<file path="config.mk">
export PLATFORM = sky130hd
export DESIGN_NAME = uart_tx_fifo_flat
export DESIGN_NICKNAME = d
export VERILOG_FILES = /design/src/rtl/wgr_uart_pkg.sv /design/src/rtl/uart_tx_fifo_if.sv /design/src/rtl/uart_tx_fifo_sync_fifo.sv /design/src/rtl/uart_tx_fifo.sv /design/src/flat_wrapper.sv
export SDC_FILE = /design/constraint.sdc
export NUM_CORES = 1
export LEC_CHECK = 0
export ABC_CLOCK_PERIOD_IN_PS = 2800
export CORE_MARGIN = 1.5
export CORE_UTILIZATION = 50
export CTS_BUF_LIST = sky130_fd_sc_hd__clkbuf_16
export DETAILED_ROUTE_END_ITERATION = 10
export GPL_TIMING_DRIVEN = 1
export HOLD_SLACK_MARGIN = 0.15
export PLACE_DENSITY = 0.8
export SLEW_MARGIN = 20
export SYNTH_ARGS = -nofsm -noshare
export SYNTH_HDL_FRONTEND = slang
export SYNTH_SLANG_ARGS = --single-unit
</file>
<file path="constraint.sdc">
create_clock -name clk -period 2.8 [get_ports clk]
set_clock_uncertainty 0.15 [all_clocks]
set_input_delay 0.56 -clock clk [delete_from_list [all_inputs] [get_ports clk]]
set_output_delay 0.56 -clock clk [all_outputs]
set_load 0.005 [all_outputs]
</file>
<file path="src/rtl/wgr_uart_pkg.sv">
// Shared definitions for the WGR-V UART transmitter and receiver.
// State encoding and baud divider helper.
package wgr_uart_pkg;

    typedef enum logic [1:0] {
        IDLE  = 2'd0,
        START = 2'd1,
        DATA  = 2'd2,
        STOP  = 2'd3
    } uart_state_e;

    function automatic int clks_per_bit(input int freq, input int baud);
        return freq / baud;
    endfunction

endpackage

</file>
<file path="src/rtl/uart_tx_fifo_if.sv">
// Byte write handshake between the bus register file and the UART TX FIFO.
// A write happens on an edge where tx_valid && tx_ready.
interface uart_tx_fifo_if;

    logic [7:0] tx_data;
    logic       tx_valid;
    logic       tx_ready;

    modport master (
        output tx_data,
        output tx_valid,
        input  tx_ready
    );

    modport slave (
        input  tx_data,
        input  tx_valid,
        output tx_ready
    );

endinterface

</file>
<file path="src/rtl/uart_tx_fifo_sync_fifo.sv">
// Synchronous FIFO with wrap-bit pointers; push is ignored when full,
// pop is ignored when empty. Read data is the current head entry.
module sync_fifo #(
    parameter int WIDTH = 8,
    parameter int DEPTH = 8
) (
    input  logic                     clk,
    input  logic                     rst,
    input  logic                     push,
    input  logic [WIDTH-1:0]         wdata,
    input  logic                     pop,
    output logic [WIDTH-1:0]         rdata,
    output logic                     full,
    output logic                     empty,
    output logic [$clog2(DEPTH):0]   count
);

    localparam int AW = $clog2(DEPTH);

    logic [WIDTH-1:0] mem [DEPTH];
    logic [AW:0]      wr_ptr;
    logic [AW:0]      rd_ptr;
    logic             do_push;
    logic             do_pop;

    assign full    = (wr_ptr[AW] != rd_ptr[AW]) &&
                     (wr_ptr[AW-1:0] == rd_ptr[AW-1:0]);
    assign empty   = (wr_ptr == rd_ptr);
    assign count   = wr_ptr - rd_ptr;
    assign rdata   = mem[rd_ptr[AW-1:0]];
    assign do_push = push && !full;
    assign do_pop  = pop && !empty;

    always_ff @(posedge clk) begin
        if (rst) begin
            wr_ptr <= '0;
            rd_ptr <= '0;
        end else begin
            if (do_push) wr_ptr <= wr_ptr + 1'b1;
            if (do_pop)  rd_ptr <= rd_ptr + 1'b1;
        end
    end

    always_ff @(posedge clk) begin
        if (do_push) mem[wr_ptr[AW-1:0]] <= wdata;
    end

endmodule

</file>
<file path="src/rtl/uart_tx_fifo.sv">
// 8N1 UART transmitter fed from a small byte FIFO; frames go out
// LSB first and back-to-back while the FIFO holds data.
module uart_tx_fifo
    import wgr_uart_pkg::*;
#(
    parameter int CLK_FREQ   = 10000000,
    parameter int BAUD_RATE  = 115200,
    parameter int FIFO_DEPTH = 8,
    parameter int STOP_BITS  = 1
) (
    input  logic                        clk,
    input  logic                        rst,
    uart_tx_fifo_if.slave               tx,
    output logic                        uart_tx,
    output logic                        busy,
    output logic [$clog2(FIFO_DEPTH):0] fifo_count
);

    localparam int CPB       = clks_per_bit(CLK_FREQ, BAUD_RATE);
    localparam int STOP_CLKS = STOP_BITS * CPB;
    localparam int BW        = $clog2(STOP_CLKS + 1);

    if (CPB < 2) begin : g_cpb_check
        $error("uart_tx_fifo: CLK_FREQ/BAUD_RATE must be at least 2");
    end
    if (STOP_BITS != 1 && STOP_BITS != 2) begin : g_stop_check
        $error("uart_tx_fifo: STOP_BITS must be 1 or 2");
    end
    if (FIFO_DEPTH < 2 || (FIFO_DEPTH & (FIFO_DEPTH - 1)) != 0) begin : g_depth_check
        $error("uart_tx_fifo: FIFO_DEPTH must be a power of two >= 2");
    end

    uart_state_e   state, state_n;
    logic [BW-1:0] baud_cnt, baud_n;
    logic [2:0]    bit_cnt, bit_n;
    logic [7:0]    shift, shift_n;
    logic          tx_n;
    logic          pop;
    logic          fifo_full;
    logic          fifo_empty;
    logic [7:0]    fifo_rdata;
    logic          baud_last;
    logic          stop_last;

    sync_fifo #(
        .WIDTH (8),
        .DEPTH (FIFO_DEPTH)
    ) u_fifo (
        .clk   (clk),
        .rst   (rst),
        .push  (tx.tx_valid),
        .wdata (tx.tx_data),
        .pop   (pop),
        .rdata (fifo_rdata),
        .full  (fifo_full),
        .empty (fifo_empty),
        .count (fifo_count)
    );

    assign tx.tx_ready = !fifo_full;
    assign busy        = (state != IDLE) || (fifo_count != '0);
    assign baud_last   = (baud_cnt == BW'(CPB - 1));
    assign stop_last   = (baud_cnt == BW'(STOP_CLKS - 1));

    always_ff @(posedge clk) begin
        if (rst) begin
            state    <= IDLE;
            baud_cnt <= '0;
            bit_cnt  <= '0;
            shift    <= '0;
            uart_tx  <= 1'b1;
        end else begin
            state    <= state_n;
            baud_cnt <= baud_n;
            bit_cnt  <= bit_n;
            shift    <= shift_n;
            uart_tx  <= tx_n;
        end
    end

    // The line register follows the current state, so each bit is
    // visible one cycle after the state that produces it.
    always_comb begin
        state_n = state;
        baud_n  = baud_cnt;
        bit_n   = bit_cnt;
        shift_n = shift;
        pop     = 1'b0;
        tx_n    = 1'b1;
        unique case (state)
            IDLE: begin
                if (!fifo_empty) begin
                    pop     = 1'b1;
                    shift_n = fifo_rdata;
                    bit_n   = '0;
                    baud_n  = '0;
                    state_n = START;
                end
            end
            START: begin
                tx_n = 1'b0;
                if (baud_last) begin
                    baud_n  = '0;
                    state_n = DATA;
                end else begin
                    baud_n = baud_cnt + BW'(1);
                end
            end
            DATA: begin
                tx_n = shift[0];
                if (baud_last) begin
                    baud_n  = '0;
                    shift_n = shift >> 1;
                    bit_n   = bit_cnt + 3'd1;
                    if (bit_cnt == 3'd7) state_n = STOP;
                end else begin
                    baud_n = baud_cnt + BW'(1);
                end
            end
            STOP: begin
                if (stop_last) begin
                    baud_n = '0;
                    if (!fifo_empty) begin
                        pop     = 1'b1;
                        shift_n = fifo_rdata;
                        bit_n   = '0;
                        state_n = START;
                    end else begin
                        state_n = IDLE;
                    end
                end else begin
                    baud_n = baud_cnt + BW'(1);
                end
            end
            default: state_n = IDLE;
        endcase
    end

endmodule

</file>
<file path="src/flat_wrapper.sv">
// flat-port wrapper written by rule: the top's interface ports become plain ports
module uart_tx_fifo_flat import wgr_uart_pkg::*;
#(
    parameter int CLK_FREQ   = 10000000,
    parameter int BAUD_RATE  = 115200,
    parameter int FIFO_DEPTH = 8,
    parameter int STOP_BITS  = 1
)
  (clk, rst, uart_tx, busy, fifo_count, tx_tx_data, tx_tx_valid, tx_tx_ready);
  uart_tx_fifo_if tx_i ();
  input  logic clk;
  input  logic rst;
  output logic uart_tx;
  output logic busy;
  output logic [$clog2(FIFO_DEPTH):0] fifo_count;
  input wire logic [$bits(tx_i.tx_data)-1:0] tx_tx_data;
  input wire logic [$bits(tx_i.tx_valid)-1:0] tx_tx_valid;
  output wire logic [$bits(tx_i.tx_ready)-1:0] tx_tx_ready;
  assign tx_i.tx_data = tx_tx_data;
  assign tx_i.tx_valid = tx_tx_valid;
  assign tx_tx_ready = tx_i.tx_ready;
  uart_tx_fifo #(.CLK_FREQ(CLK_FREQ), .BAUD_RATE(BAUD_RATE), .FIFO_DEPTH(FIFO_DEPTH), .STOP_BITS(STOP_BITS)) u_core (.clk(clk), .rst(rst), .tx(tx_i), .uart_tx(uart_tx), .busy(busy), .fifo_count(fifo_count));
endmodule
</file>
# --- Word-level counts from Yosys, hierarchy flattened ---
# Memories as Yosys holds them, arrays and structs flattened. A register that Yosys moved wholly into a read port is not among the register bits.
# Index checks and enable logic that the tools add are counted.
totals:
  regBits: 29
  mem_bits_rw: 64
  in_bits: 11
  output_inout_bits: 7
  wordCells: 65
  mem_count: 1
memory_table:
  columns: ["memory", "depth", "word_bits", "rd", "rd_ports_with_merged_regs", "write_ports", "line", "source"]
  rows:
  - ["u_core.u_fifo.mem", 8, 8, 1, 1, 1, "uart_tx_fifo_sync_fifo.sv:20", "logic [WIDTH-1:0] mem [DEPTH];"]
op_classes:
  addsub: 5
  eq_ne: 13
  n_mux: 26
  reduce_logical: 13
op_table:
  columns: ["operator", "count"]
  rows:
  - ["2-to-1 mux 8 bit", 3]
  - ["case mux 8 bit (3 select lines)", 1]
  - ["2-to-1 mux 3 bit", 5]
  - ["2-to-1 mux 7 bit", 2]
  - ["case mux 7 bit (2 select lines)", 1]
  - ["2-to-1 mux 2 bit", 5]
  - ["case mux 3 bit (3 select lines)", 1]
  - ["adder 4 x 1 -> 4 bit (second input constant)", 2]
  - ["!= test 2 x 1 -> 1 bit (second input constant)", 4]
  - ["case mux 2 bit (4 select lines)", 1]
  - ["adder 7 x 1 -> 7 bit (second input constant)", 1]
  - ["== test 7 bit (second input constant)", 1]
  - ["2-to-1 mux 1 bit", 5]
  - ["AND reduction 5 bit", 1]
  - ["== test 2 bit (second input constant)", 2]
  - ["== test 4 bit", 1]
  - ["case mux 1 bit (2 select lines)", 2]
  - ["nonzero test 4 bit", 1]
  - ["subtractor 4 bit", 1]
  - ["adder 3 x 1 -> 3 bit (second input constant)", 1]
  - ["== test 3 bit", 1]
  - ["== test 3 bit (second input constant)", 1]
  - ["logical AND 1 bit", 3]
  - ["AND reduction 3 bit", 1]
  - ["9 further kinds", 10]

# --- Longest topological paths before layout ---
# Gate-level depths: netlist of run 1.
logic_depth:
  ltp_word: 7
  depth_mapped: 7

# --- Hierarchy ---
# A second synthesis of run 1 with hierarchy kept.
hier_totals:
  cells_unflattened: 296
  area_unflattened_um2: 4309.1
modules_own_cells:
  columns: ["module", "instances", "cells_each", "area_per_inst_um2", "seq_area_each_um2"]
  rows:
  - ["sync_fifo", 1, 166, 3090.5, 2142.1]
  - ["uart_tx_fifo", 1, 130, 1218.7, 420.4]

# --- Least setup slack after synthesis of run 1 ---
# OpenSTA, ideal clock, no wires.
synth_path:
  path_type: "register to register"
  start: "register u_core.u_fifo.wr_ptr[1]"
  end: "memory u_core.u_fifo.mem[0][0] (enable)"
  setup_ns: 0.383
  arrival_time_ns: 1.879
  required_time_ns: 2.267
  setup_slack_ns: 0.388
  path_stages_with_launch: 6
  period_less_slack_ns: 2.412
  path_cell_list: "dfxtp_1 > ha_1 > nand3_1 > nand2b_1 > nand3_1 > nor3_1"
synth_between:
  elab_chain_cells: 6
synth_lines:
  columns: ["element", "line", "source"]
  rows:
  - ["from (decl)", "uart_tx_fifo_sync_fifo.sv:21", "logic [AW:0] wr_ptr;"]
  - ["from (signal assigned)", "uart_tx_fifo_sync_fifo.sv:39", "if (do_push) wr_ptr <= wr_ptr + 1'b1;"]
  - ["== test 3 bit", "uart_tx_fifo_sync_fifo.sv:27", "(wr_ptr[AW-1:0] == rd_ptr[AW-1:0]);"]
  - ["logical AND 1 bit", "uart_tx_fifo_sync_fifo.sv:26", "assign full = (wr_ptr[AW] != rd_ptr[AW]) &&"]
  - ["zero test 1 bit", null, null]
  - ["named net tx_tx_ready", "flat_wrapper.sv:18", "output wire logic [$bits(tx_i.tx_ready)-1:0] tx_tx_ready;"]
  - ["logical AND 1 bit", "uart_tx_fifo_sync_fifo.sv:31", "assign do_push = push && !full;"]
  - ["2-to-1 mux 1 bit", "uart_tx_fifo_sync_fifo.sv:45", "if (do_push) mem[wr_ptr[AW-1:0]] <= wdata;"]
  - ["2-to-1 mux 1 bit (implied by the code)", "uart_tx_fifo_sync_fifo.sv:45", null]
  - ["to (decl)", "uart_tx_fifo_sync_fifo.sv:20", null]
# The timed path passes the listed nets, and every way through them passes these cells.

# --- Final worst setup path of run 1 ---
layout_path:
  start: "register u_core.u_fifo.wr_ptr[0]"
  end: "output busy"
layout_between:
  elab_chain_cells: 3
layout_lines:
  columns: ["element", "line", "source"]
  rows:
  - ["subtractor 4 bit", "uart_tx_fifo_sync_fifo.sv:29", "assign count = wr_ptr - rd_ptr;"]
  - ["nonzero test 4 bit", "uart_tx_fifo.sv:61", "assign busy = (state != IDLE) || (fifo_count != '0);"]
  - ["logical OR 1 bit", "uart_tx_fifo.sv:61", null]
  - ["to (decl)", "flat_wrapper.sv:14", "output logic busy;"]
# No other way between the ends.

==> results.md, run 1 <==
- Dpl hpwl: 5099 um
- Critical Path End Type: output pin
- Relative slew margins: 58.70%
- Die height: 95.96 um
- Synth Instances: 329
- H-Tree Depth: 3
- CTS tree: yes
- Final GP Congestion: 0.8393
- Clock sink count: 96
- Largest net degree at the start of global routing: 25
- Met1 usage: 23.53%
- Critical path type: reg -> out
- Yosys cell types: 49
- Wire length of the first global-routing pass: 12,320 um
- Register area: 2566 um2
- Final antenna-violating net count: 0
- Commonest non-fill, non-tap cell in the layout: edfxtp_1
- Leakage: 1.773 nW
- Setup ws final: 0.09572 ns
- Number of synthesized flops with an enable pin: 64
- Final-layout fill cell count: 619
- Syn-to-layout area delta: 15.64%
- Register area share after synthesis: 59.31%
- Final nets: 385
- Post-cts hold buffer count: 0
- Vias in the first global route: 2,552
- Dpl ws: 0.2059 ns
- Die ar.: 9207 um2
- GR peak layer: met2
- Post-placement cell count: 450
- Antenna violations before repair: 0
- Number of synthesis warnings: 0
- DRT iter0 DRCs: 192
- Max VDD drop: 0.4701 mV
- Pwr dens: 819.9 nW/um2
- Via/cell ratio: 5.690
- I/O Buffers: 17
- Highest-count cells in the layout ignoring fill and taps: edfxtp_1, nor2_1, dfxtp_1, mux2_2, a21oi_1
- Multi-input logic area: 1660 um2
- Asr flop ratio synth: 0%
- Hold Crit Class: reg -> reg
- CTS Buf Count: 9
- I/O pins: 18
- Endpoints failing setup: 0
- Iteration count of the initial detailed-routing pass: 4
- DRC: 0
- Initial Util: 52.06%
- Worst Path Arrival: 1.99 ns
- RSZ-0062 raised after global routing: no
- Minimum clock period: 2.704 ns
- Final worst path period share: 96.58%
- Startpoint Class: flop
- All-Layer GR Usage: 18.01%
- Most used DFF post-synth: edfxtp_1
- Global route total overflow: 0
- Placeable Area: 8299 um2
- Max-slew violations: 0
- #FFs+latches synth: 96
- Worst-margin pin slew: 0.6187 ns
- Setup TNS: 0 ns
- Max-cap violations: 0
- Bufs on Longest Clock Path: 2
- Layout cells sized above 1: 20.39%
- Mapped cell area: 4320 um2
- Fmax: 0.3698 GHz
- Post-Layout Cell Count: 468
- Status: finished clean
- Final hold slack: 0.3337 ns
- Syn nets: 356
- Crit Path Max Fanout: 3
- Grt met2 use: 28.81%
- Avg Cell Area, Syn: 13.13 um2
- Die Width: 95.96 um
- Cell Rows: 33
- GR Util met3: 4.028%
- CTS clk-pin slew, worst paths: 0.07 ns
- Routed WL: 7552 um
- Hold Violations, Final: 0
- Vias: 2,663
- Ant diodes: 0
- Clk_lat worst skew: 0.34 ns
- CTS root buf: clkbuf_16
- Routed WL per cell: 16.14 um
- Critical Path RT: 2.09 ns
## stage by stage
step           cell area (um2)  utilization (%)  power (mW)
4_1_cts                   4950            59.64       4.099
6_report                  4996            60.20       4.096
3_3_place_gp              4647            55.99       2.852
2_1_floorplan             4320                -       2.583
3_5_place_dp              4647            55.99       2.896
5_1_grt                   4996            60.20       4.320
## timing repair
item / in CTS / in global routing
resized for setup: 4 / 9
buffers inserted: 0 / 2
pin swaps: 1 / 4
endpoints found under the setup margin: 3 / 2
gates cloned: 0 / 0
## kinds of logic (layout without fill, tap and decap cells)
group                      Yosys count  in the layout  synth area share [%]
AOI/OAI and AO/OA                   61             61                 9.586
xor gates and xnor gates             9              9                 1.825
adders and majority gates           16             16                 4.807
buffers and inverters               26             60                 2.809
DFF                                 96             96                 59.31
muxes                               32             32                 10.86
and+or+nand+nor                     89             89                 10.80
## critical path, stage by stage (launching register included)
cell,delay (ns)
dfxtp_2,0.33
inv_1,0.07
ha_2,0.19
inv_2,0.04
fa_1,0.39
xor2_1,0.17
nor3_2,0.10
o21ai_0,0.09
dlygate4sd2_1,0.27
## area by class of cell
type | instances | share of cell area, %
sequential | 96 | 51.36
multi-input combinational | 207 | 33.23
timing repair buffer | 33 | 5.860
clock buffer | 9 | 4.508
tap | 105 | 2.630
clock inverter | 7 | 1.578
inverter | 11 | 0.8264
## path summary, 6_finish.rpt
| kind | endpoint | from | slack, ns | cells after the start |
|---|---|---|---|---|
| max | busy | u_core.u_fifo.wr_ptr[0] | 0.1 | 8 |
| min | u_core.shift[0] | u_core.shift[1] | 0.33 | 2 |
| max reg2reg | u_core.u_fifo.rd_ptr[3] | u_core.u_fifo.wr_ptr[2] | 0.49 | 6 |
| min reg2reg | u_core.shift[0] | u_core.shift[1] | 0.33 | 2 |
## layer usage
layer / part of all wire, % / wire, um / vias up
li1: - / - / 1306
met4: 0.58 / 44 / 0
met3: 4.3 / 321 / 5
met2: 49 / 3721 / 53
met5: 0 / 0 / -
met1: 46 / 3464 / 1299
## where the power goes
part | leakage [nW] | switching (mW) | total [mW] | internal, mW
logic | 0.779 | 0.656 | 1.16 | 0.509
clock network | 0.151 | 0.578 | 1.22 | 0.639
registers | 0.844 | 0.0925 | 1.71 | 1.62
## synthesized netlist by cell type, drive strengths merged (6+ instances only)
library cell / instances / share of area, %
a21oi: 18 / 2.1
a311oi: 7 / 1.4
buf: 7 / 1.1
clkbuf: 8 / 0.78
dfxtp: 32 / 15
edfxtp: 64 / 44
ha: 15 / 4.3
inv: 11 / 0.96
mux2: 21 / 5.5
mux4: 8 / 4.7
nand2: 13 / 1.1
nand2b: 8 / 1.2
nand3: 7 / 0.81
nor2: 30 / 2.6
nor3: 7 / 1.1
o21ai: 14 / 1.6
o22ai: 6 / 0.87
or3: 10 / 1.5
xor2: 7 / 1.4
## state kept, by name, indices dropped and copies added (netlist names), named ones only
name                  count
u_core.baud_cnt           7
u_core.bit_cnt            3
u_core.shift              8
u_core.state              2
u_core.u_fifo.mem        64
u_core.u_fifo.rd_ptr      4
u_core.u_fifo.wr_ptr      4
u_core.uart_tx            1
No activity file was read; power rests on OpenSTA's default activity.
==> run 2: changes to the inputs <==
Settings changed: CTS_BUF_LIST sky130_fd_sc_hd__clkbuf_16 to not set, SKIP_CTS_REPAIR_TIMING set to 1.
==> results.md, run 2 (synthesis results as in run 1) <==
- Endpoints failing setup: 0
- Via/cell ratio: 5.703
- Max VDD drop: 0.4267 mV
- CTS tree: yes
- Highest-count cells in the layout ignoring fill and taps: edfxtp_1, nor2_1, dfxtp_1, mux2_2, buf_4
- I/O pins: 18
- Final antenna-violating net count: 0
- Critical Path End Type: output pin
- Placeable Area: 8299 um2
- Setup TNS: 0 ns
- Commonest non-fill, non-tap cell in the layout: edfxtp_1
- Syn-to-layout area delta: 14.22%
- Setup ws final: 0.03317 ns
- Vias in the first global route: 2,492
- Minimum clock period: 2.767 ns
- Die height: 95.96 um
- Int Pwr: 2.516 mW
- Psw: 1.304 mW
- Max-slew violations: 0
- Post-placement cell count: 450
- Final worst path period share: 98.82%
- Clock sink count: 96
- Hold Path Origin: u_core.shift[1]
- Routed met3 length: 226 um
- Dpl ws: 0.2059 ns
- Final nets: 388
- Final GP Congestion: 0.8393
- Initial Util: 52.06%
- Critical Path RT: 2.09 ns
- Startpoint Class: flop
- Global route total overflow: 0
- Crit Path Max Fanout: 2
- Worst-margin pin slew: 0.6176 ns
- Critical path type: reg -> out
- Ant diodes: 0
- Hold endpoint: u_core.shift[0]
- Final design utilization: 59.46%
- Layout cells sized above 1: 21.31%
- Worst Reg-to-Reg Cells: 6
- DRT iter0 DRCs: 191
- CTS root buf: clkbuf_8
- Highest Signal Layer: met4
- Worst Path Arrival: 2.06 ns
- Cell Rows: 33
- WHS Path Cells: 2
- Leakage: 1.761 nW
- DRC: 0
- All-Layer GR Usage: 17.78%
- H-Tree Depth: 3
- CTS Buf Count: 9
- Hold Crit Class: reg -> reg
- Max-cap violations: 0
- Overall power: 3.820 mW
- Clk_lat worst skew: 0.36 ns
- Flop pwr share: 44.9%
- Met1 WL: 3643 um
- Antenna violations before repair: 0
- Reg2reg setup slack: 0.47 ns
- Switching Share: 34.14%
- Post-Layout Cell Count: 471
- Largest net degree at the start of global routing: 25
- I/O Buffers: 17
- Placed instance area: 4647 um2
- Met2 Routed Length: 3789 um
- Wire length of the first global-routing pass: 12,190 um
- Status: finished clean
- Routed WL: 7722 um
- Pwr dens: 774.1 nW/um2
- CTS clk-pin slew, worst paths: 0.10 ns
- Fmax: 0.3614 GHz
- Dpl hpwl: 5099 um
- Die Width: 95.96 um
- Iteration count of the initial detailed-routing pass: 4
- Relative slew margins: 58.77%
- Hold Violations, Final: 0
- Max FFs per register: 64
- Design area: 4935 um2
- Gate power share: 31.6%
- Final hold slack: 0.3384 ns
- Die ar.: 9207 um2
- Vias: 2,686
- RR Endpoint: u_core.u_fifo.rd_ptr[3]
- Worst reg2reg path startpoint: u_core.u_fifo.wr_ptr[2]
- Bufs on Longest Clock Path: 2
- Routed WL per cell: 16.39 um
- Clock network fraction of design power: 23.5%
- Final-layout fill cell count: 624
## run 2: cell types whose count changed in the layout (fill, tap and decap cells not counted), sizes merged
cell / delta
dlygate4sd2: -2
dlymetal6s2s: +2
buf: +3
## run 2: worst max-delay path by stage
stage | startpoint | endpoint | slack [ns] | cells after the start
after floorplan | u_core.u_fifo.wr_ptr[1] | u_core.u_fifo.mem[0][0] | 0.39 | 5
after global placement | u_core.u_fifo.wr_ptr[0] | busy | 0.24 | 8
after detailed placement | u_core.u_fifo.wr_ptr[0] | busy | 0.21 | 8
after CTS | u_core.u_fifo.wr_ptr[0] | busy | -0.21 | 8
after global routing | u_core.u_fifo.wr_ptr[0] | busy | -0.06 | 8
final | u_core.u_fifo.wr_ptr[0] | busy | 0.03 | 9
## run 2: power by group through the flow
stage | registers, mW | logic, mW | clock network [mW]
final | 1.71 | 1.21 | 0.898
after CTS | 1.71 | 1.16 | 0.917
after global routing | 1.73 | 1.34 | 0.972
after global placement | 1.74 | 1.12 | 0
after floorplan | 1.71 | 0.877 | 0
after detailed placement | 1.74 | 1.15 | 0
## run 2: layout make-up
cell class	count	area (um2)	area share (%)
Clock buffer	9	123.9	2.510
Clock inverter	7	78.83	1.597
Inverter	11	41.29	0.8367
Multi-Input combinational cell	207	1670	33.85
Sequential cell	96	2566	52.00
Tap cell	105	131.4	2.662
Timing Repair Buffer	36	322.8	6.542
## run 2: metal layers
| layer | up-vias | global-route usage [%] |
|---|---|---|
| met5 | - | 0 |
| met1 | 1323 | 23.86 |
| li1 | 1313 | - |
| met3 | 6 | 4.107 |
| met2 | 44 | 28.46 |
| met4 | 0 | 6.127 |
## run 2: critical path: stages, from the launching register on
cell and delay, ns:
dfxtp_2 0.33, inv_1 0.07, ha_2 0.18, inv_1 0.06
fa_2 0.37, xor2_2 0.16, buf_4 0.14, nor3_2 0.11
o21ai_0 0.12, dlymetal6s2s_1 0.17
==> run 3: changes to the inputs <==
Settings changed: SLEW_MARGIN 20 to 10.
==> results of run 3 <==
Final layout, timing and power as in run 2 (identical DEF).
==> RTL edit 1, RTL diff (flow settings as in run 3) <==
`FIFO_DEPTH` is set to 8 in 2 places; all go to 4.
--- a/src/rtl/uart_tx_fifo.sv
+++ b/src/rtl/uart_tx_fifo.sv
@@ -6,5 +6,5 @@
     parameter int CLK_FREQ   = 10000000,
     parameter int BAUD_RATE  = 115200,
-    parameter int FIFO_DEPTH = 8,
+    parameter int FIFO_DEPTH = 4,
     parameter int STOP_BITS  = 1
 ) (
--- a/src/flat_wrapper.sv
+++ b/src/flat_wrapper.sv
@@ -4,5 +4,5 @@
     parameter int CLK_FREQ   = 10000000,
     parameter int BAUD_RATE  = 115200,
-    parameter int FIFO_DEPTH = 8,
+    parameter int FIFO_DEPTH = 4,
     parameter int STOP_BITS  = 1
 )
Interface: changed (resized fifo_count); port bits go from 18 to 17. No check against the original RTL was run, so the function may have changed too.
==> RTL edit 1 against run 3 <==
- sequential cell count down 35
- wire length shrank 37%
- setup slack better by 0.066 ns
- critical path depth decreased by 4
- combinational power fell by 7%
- sequential power down 31%
- via count shrank 34%
- clock power is 14% lower
- utilization rose by 0.35 points
- total power shrank 19%
- die area shrank 34%
- final area down 34%
- area after synthesis shrank 35%
==> RTL edit 1: results (changes against run 3) <==
Status -> finished clean
Flop2flop setup slack -> 0.58 ns (+0.11 ns)
Worst hold path type -> register to register
DP Wirelength -> 3370 microns (-34%)
DRC viols -> 0 (unchanged)
R2R depth -> 5 (-1)
Fillers -> 422 (-32%)
First-pass GRT wire length -> 8360 microns (-31%)
TritonCTS Buffers -> 9 (unchanged)
All-Layer GR Usage -> 0.184 (+0.00629)
Worst slew pin tran -> 0.642 ns (+0.0242 ns)
Worst Hold Slack -> 0.327 ns (-0.0112 ns)
Fraction of layout cells with a size suffix above 1 -> 0.157 (-0.0565)
DP Cell Count -> 305 (-32%)
Sequential-to-total area share from yosys stat -> 0.545 (-0.0477)
Critical path peak fanout -> 4 (+2)
Synth unique cells -> 44 (-10%)
DR iter-0 viols -> 133 (-30%)
Final WL -> 4860 microns (-37%)
Largest register FFs -> 32 (-50%)
WL/cell -> 15.1 microns (-7.6%)
FFs w/ async S/R, synth -> 0 (unchanged)
Avg Cell Area, Syn -> 12.7 sq um (-3.0%)
Syn_nets -> 251 (-29%)
Nets -> 273 (-30%)
Family with the most delay on the worst path -> adder cells
Clk_lat worst skew -> 0.34 ns (-0.02 ns)
CTS clk-pin slew, worst paths -> 0.07 ns (-0.03 ns)
Buffers on Ports -> 16 (-1)
Slowest CP cell -> fa_2
Warnings, synthesis -> 0 (unchanged)
Worst VDD drop -> 0.570 mV (+34%)
Via density -> 5.53 (-3.0%)
Top cells by area, synth -> edfxtp_1 (34%), dfxtp_1 (21%), ha_1 (7.5%), mux4_2 (6.4%), mux2i_1 (3.5%)
Final estimated routing congestion in global placement -> 0.782 (-6.8%)
CTS root buffer -> clkbuf_8
Critical Path AT -> 1.99 ns (-0.07 ns)
Synth cell count leaders -> edfxtp_1 (32), dfxtp_1 (29), ha_1 (17), nor2_1 (17), a21oi_1 (15)
Largest net degree at the start of global routing -> 18 (-28%)
Hold Crit Depth -> 2 (unchanged)
CP peak stage delay -> 0.57 ns (+0.20 ns)
Leak -> 0.00125 uW (-29%)
Post-synth EDFFs -> 32 (-50%)
Initial antenna violation count -> 0 (unchanged)
## RTL edit 1: logic make-up (layout without fill, tap and decap cells)
| kind of cell | Yosys count | in the layout | share of synthesized area |
|---|---|---|---|
| xor gates and xnor gates | 10 | 10 | 0.0336 |
| AOI/OAI and AO/OA | 45 | 45 | 0.106 |
| and+or+nand+nor | 49 | 49 | 0.0934 |
| muxes | 21 | 21 | 0.111 |
| buffers and inverters | 18 | 45 | 0.0279 |
| adders and majority gates | 18 | 18 | 0.0823 |
| DFF | 61 | 61 | 0.545 |
## RTL edit 1: final timing paths
check,endpoint,from
min,u_core.bit_cnt[2],u_core.bit_cnt[2]
max reg2reg,u_core.u_fifo.mem[0][5],u_core.u_fifo.rd_ptr[1]
max,fifo_count[1],u_core.u_fifo.wr_ptr[0]
min reg2reg,u_core.bit_cnt[2],u_core.bit_cnt[2]
## RTL edit 1: power by group
part | total, uW | internal (uW) | leakage, uW | switching [uW]
clock network | 776 | 413 | 0.0000996 | 363
registers | 1180 | 1070 | 0.000531 | 111
logic | 1130 | 539 | 0.000614 | 587
total | 3080 | 2020 | 0.00125 | 1060
## RTL edit 1: area by class of cell
type,count,share of cell area
Inverter,11,0.0126
Timing Repair Buffer,18,0.0550
Clock inverter,7,0.0226
Tap cell,72,0.0275
Multi-Input combinational cell,143,0.372
Clock buffer,9,0.0378
Sequential cell,61,0.472
## RTL edit 1: per-layer routing
layer  global-route usage  share of wire  vias up
met3               0.0453          0.025       10
met5                    0              0        -
li1                     -              -      880
met2                0.290           0.48       23
met1                0.230           0.47      863
met4                0.111          0.023        0
## RTL edit 1: stage by stage
step	instance area (sq um)	setup TNS, ns	total power (uW)	setup WS [ns]
finish	3270	0	3080	0.0993
global route	3270	0	3280	0.0190
CTS	3250	-0.396	3090	-0.242
detailed placement	3050	0	2320	0.135
global placement	3050	0	2280	0.174
floorplan	2830	0	2040	0.643
## RTL edit 1: worst min-delay path, delay by kind of cell (launching register included)
family          cells  cell delay [ns]
flops               1             0.31
compound gates      2             0.12
==> RTL edit 2, RTL diff (settings of run 3) <==
Made on the original files. The 4 states of `uart_state_e` get a Gray code encoding in 2 bits.
--- a/src/rtl/wgr_uart_pkg.sv
+++ b/src/rtl/wgr_uart_pkg.sv
@@ -4,8 +4,8 @@
 
     typedef enum logic [1:0] {
-        IDLE  = 2'd0,
-        START = 2'd1,
-        DATA  = 2'd2,
-        STOP  = 2'd3
+        IDLE  = 2'b00,
+        START = 2'b01,
+        DATA  = 2'b11,
+        STOP  = 2'b10
     } uart_state_e;
 
Formal check against the unedited RTL: no difference found for any inputs over 10 cycles, from zero or initial values and one cycle with rst high; not proved beyond that.
==> RTL edit 2 against run 3 <==
- wire length increased by 2.2%
- combinational power decreased by 17%
- largest power group unchanged
- final area decreased by 5.3%
- count of clock-buffer cells in the layout unchanged
- sequential cell count unchanged
- total power decreased by 1.8%
- setup slack improved by 0.028 ns
- area after synthesis decreased by 5.0%
==> RTL edit 2: results (changes against run 3) <==
Clk pwr -> 983 uW (+9.5%)
M3 GR Usage -> 0.0423 (+0.00120)
Met2 usage -> 0.327 (+0.0427)
Final WL -> 7890 microns (+2.2%)
Largest net degree at the start of global routing -> 22 (-12%)
First-pass GRT wire length -> 12,800 microns (+5.0%)
Metal2 WL -> 3920 microns (+3.5%)
Vias in the first global route -> 2,556 (+2.6%)
WL/cell -> 17.6 microns (+7.6%)
CP peak stage delay -> 0.44 ns (+0.07 ns)
Fillers -> 627 (+0.48%)
Top cells by area, synth -> edfxtp_1 (47%), dfxtp_1 (16%), mux2i_1 (7.1%), a21oi_1 (3.0%), ha_1 (2.7%)
Leak -> 0.00161 uW (-8.4%)
Via density -> 5.85 (+2.5%)
Avg Cell Area, Syn -> 13.0 sq um (-0.73%)
CTS clk-pin slew, worst paths -> 0.09 ns
Met3 wire length -> 273 microns (+21%)
Fraction of layout cells with a size suffix above 1 -> 0.133 (-0.0798)
Internal -> 2630 uW (+4.6%)
Sequential-to-total area share from yosys stat -> 0.624 (+0.0309)
Cell Area, Placed -> 0.00442 sq mm (-4.8%)
Syn_nets -> 336 (-5.6%)
Diode count -> 0 (unchanged)
Relative slew slack -> 0.447 (-0.141)
Syn-to-layout area delta -> 13.8%
Status -> finished clean
DP Wirelength -> 5330 microns (+4.6%)
Largest register FFs -> 64 (unchanged)
Critical path peak fanout -> 4 (+2)
Combinational power share -> 0.268 (-0.048)
Post-synth EDFFs -> 64 (unchanged)
CTS root buffer -> clkbuf_8
Clk_lat worst skew -> 0.36 ns (about the same)
DP Cell Count -> 432 (-4.0%)
Detailed-routing wirelength on met1 -> 3590 microns (-1.5%)
DR iter-0 viols -> 165 (-14%)
DP Worst Slack -> 0.110 ns (-0.0963 ns)
Worst VDD drop -> 0.436 mV (+2.2%)
Synth cell count leaders -> edfxtp_1 (64), dfxtp_1 (32), mux2i_1 (29), a21oi_1 (25), nor2_1 (16)
All-Layer GR Usage -> 0.195 (+0.0173)
Critical Path AT -> 2.03 ns (-0.03 ns)
Final estimated routing congestion in global placement -> 0.839 (about the same)
Met1 Resource Use GR -> 0.249 (+0.0106)
TritonCTS Buffers -> 9 (unchanged)
Synth unique cells -> 47 (-4.1%)
Worst hold path type -> register to register
Nets -> 362 (-6.7%)
==> RTL edit 2: changes by cell type in the layout (fill, tap and decap cells not counted), sizes merged, moves of 7 or more <==
cell,before,now
a21oi,18,25
a22oi,0,12
buf,19,12
mux2,21,1
mux2i,3,29
nand3,7,14
nor2,30,17
or3,10,2
==> RTL edit 2: path summary, 6_finish.rpt <==
check,slack (ns),cells past startpoint,start,end
max,0.06,7,u_core.u_fifo.wr_ptr[0],busy
min,0.33,2,u_core.shift[6],u_core.shift[5]
min reg2reg,0.33,2,u_core.shift[6],u_core.shift[5]
max reg2reg,0.42,5,u_core.u_fifo.rd_ptr[2],u_core.u_fifo.mem[3][4]
==> RTL edit 2: per-stage QoR <==
stage / power, uW / hold slack (ns)
global route: 3950 / 0.349
finish: 3750 / 0.330
detailed placement: 2780 / 0.322
floorplan: 2430 / 0.290
global placement: 2750 / 0.314
CTS: 3750 / 0.335
==> RTL edit 2: cell families (layout without fill, tap and decap cells) <==
group	after synthesis	after routing	share of synthesized area
buffers and inverters	22	52	0.0244
AO/OA/AOI/OAI	74	74	0.122
XOR/XNOR	4	4	0.0104
AND/OR/NAND/NOR	75	75	0.0920
multiplexers	34	34	0.0954
adder cells (fa/ha/maj)	10	10	0.0323
flip-flops	96	96	0.624
==> RTL edit 2: worst min-delay path, stage by stage (launching register included) <==
cell      delay (ns)
dfxtp_1         0.31
nand2_1         0.05
a311oi_1        0.08
==> RTL edit 2: cell type report <==
type	instances	area share
Tap cell	102	0.0273
Multi-Input combinational cell	197	0.313
Sequential cell	96	0.550
Clock inverter	6	0.0196
Clock buffer	9	0.0265
Inverter	8	0.00643
Timing Repair Buffer	29	0.0578
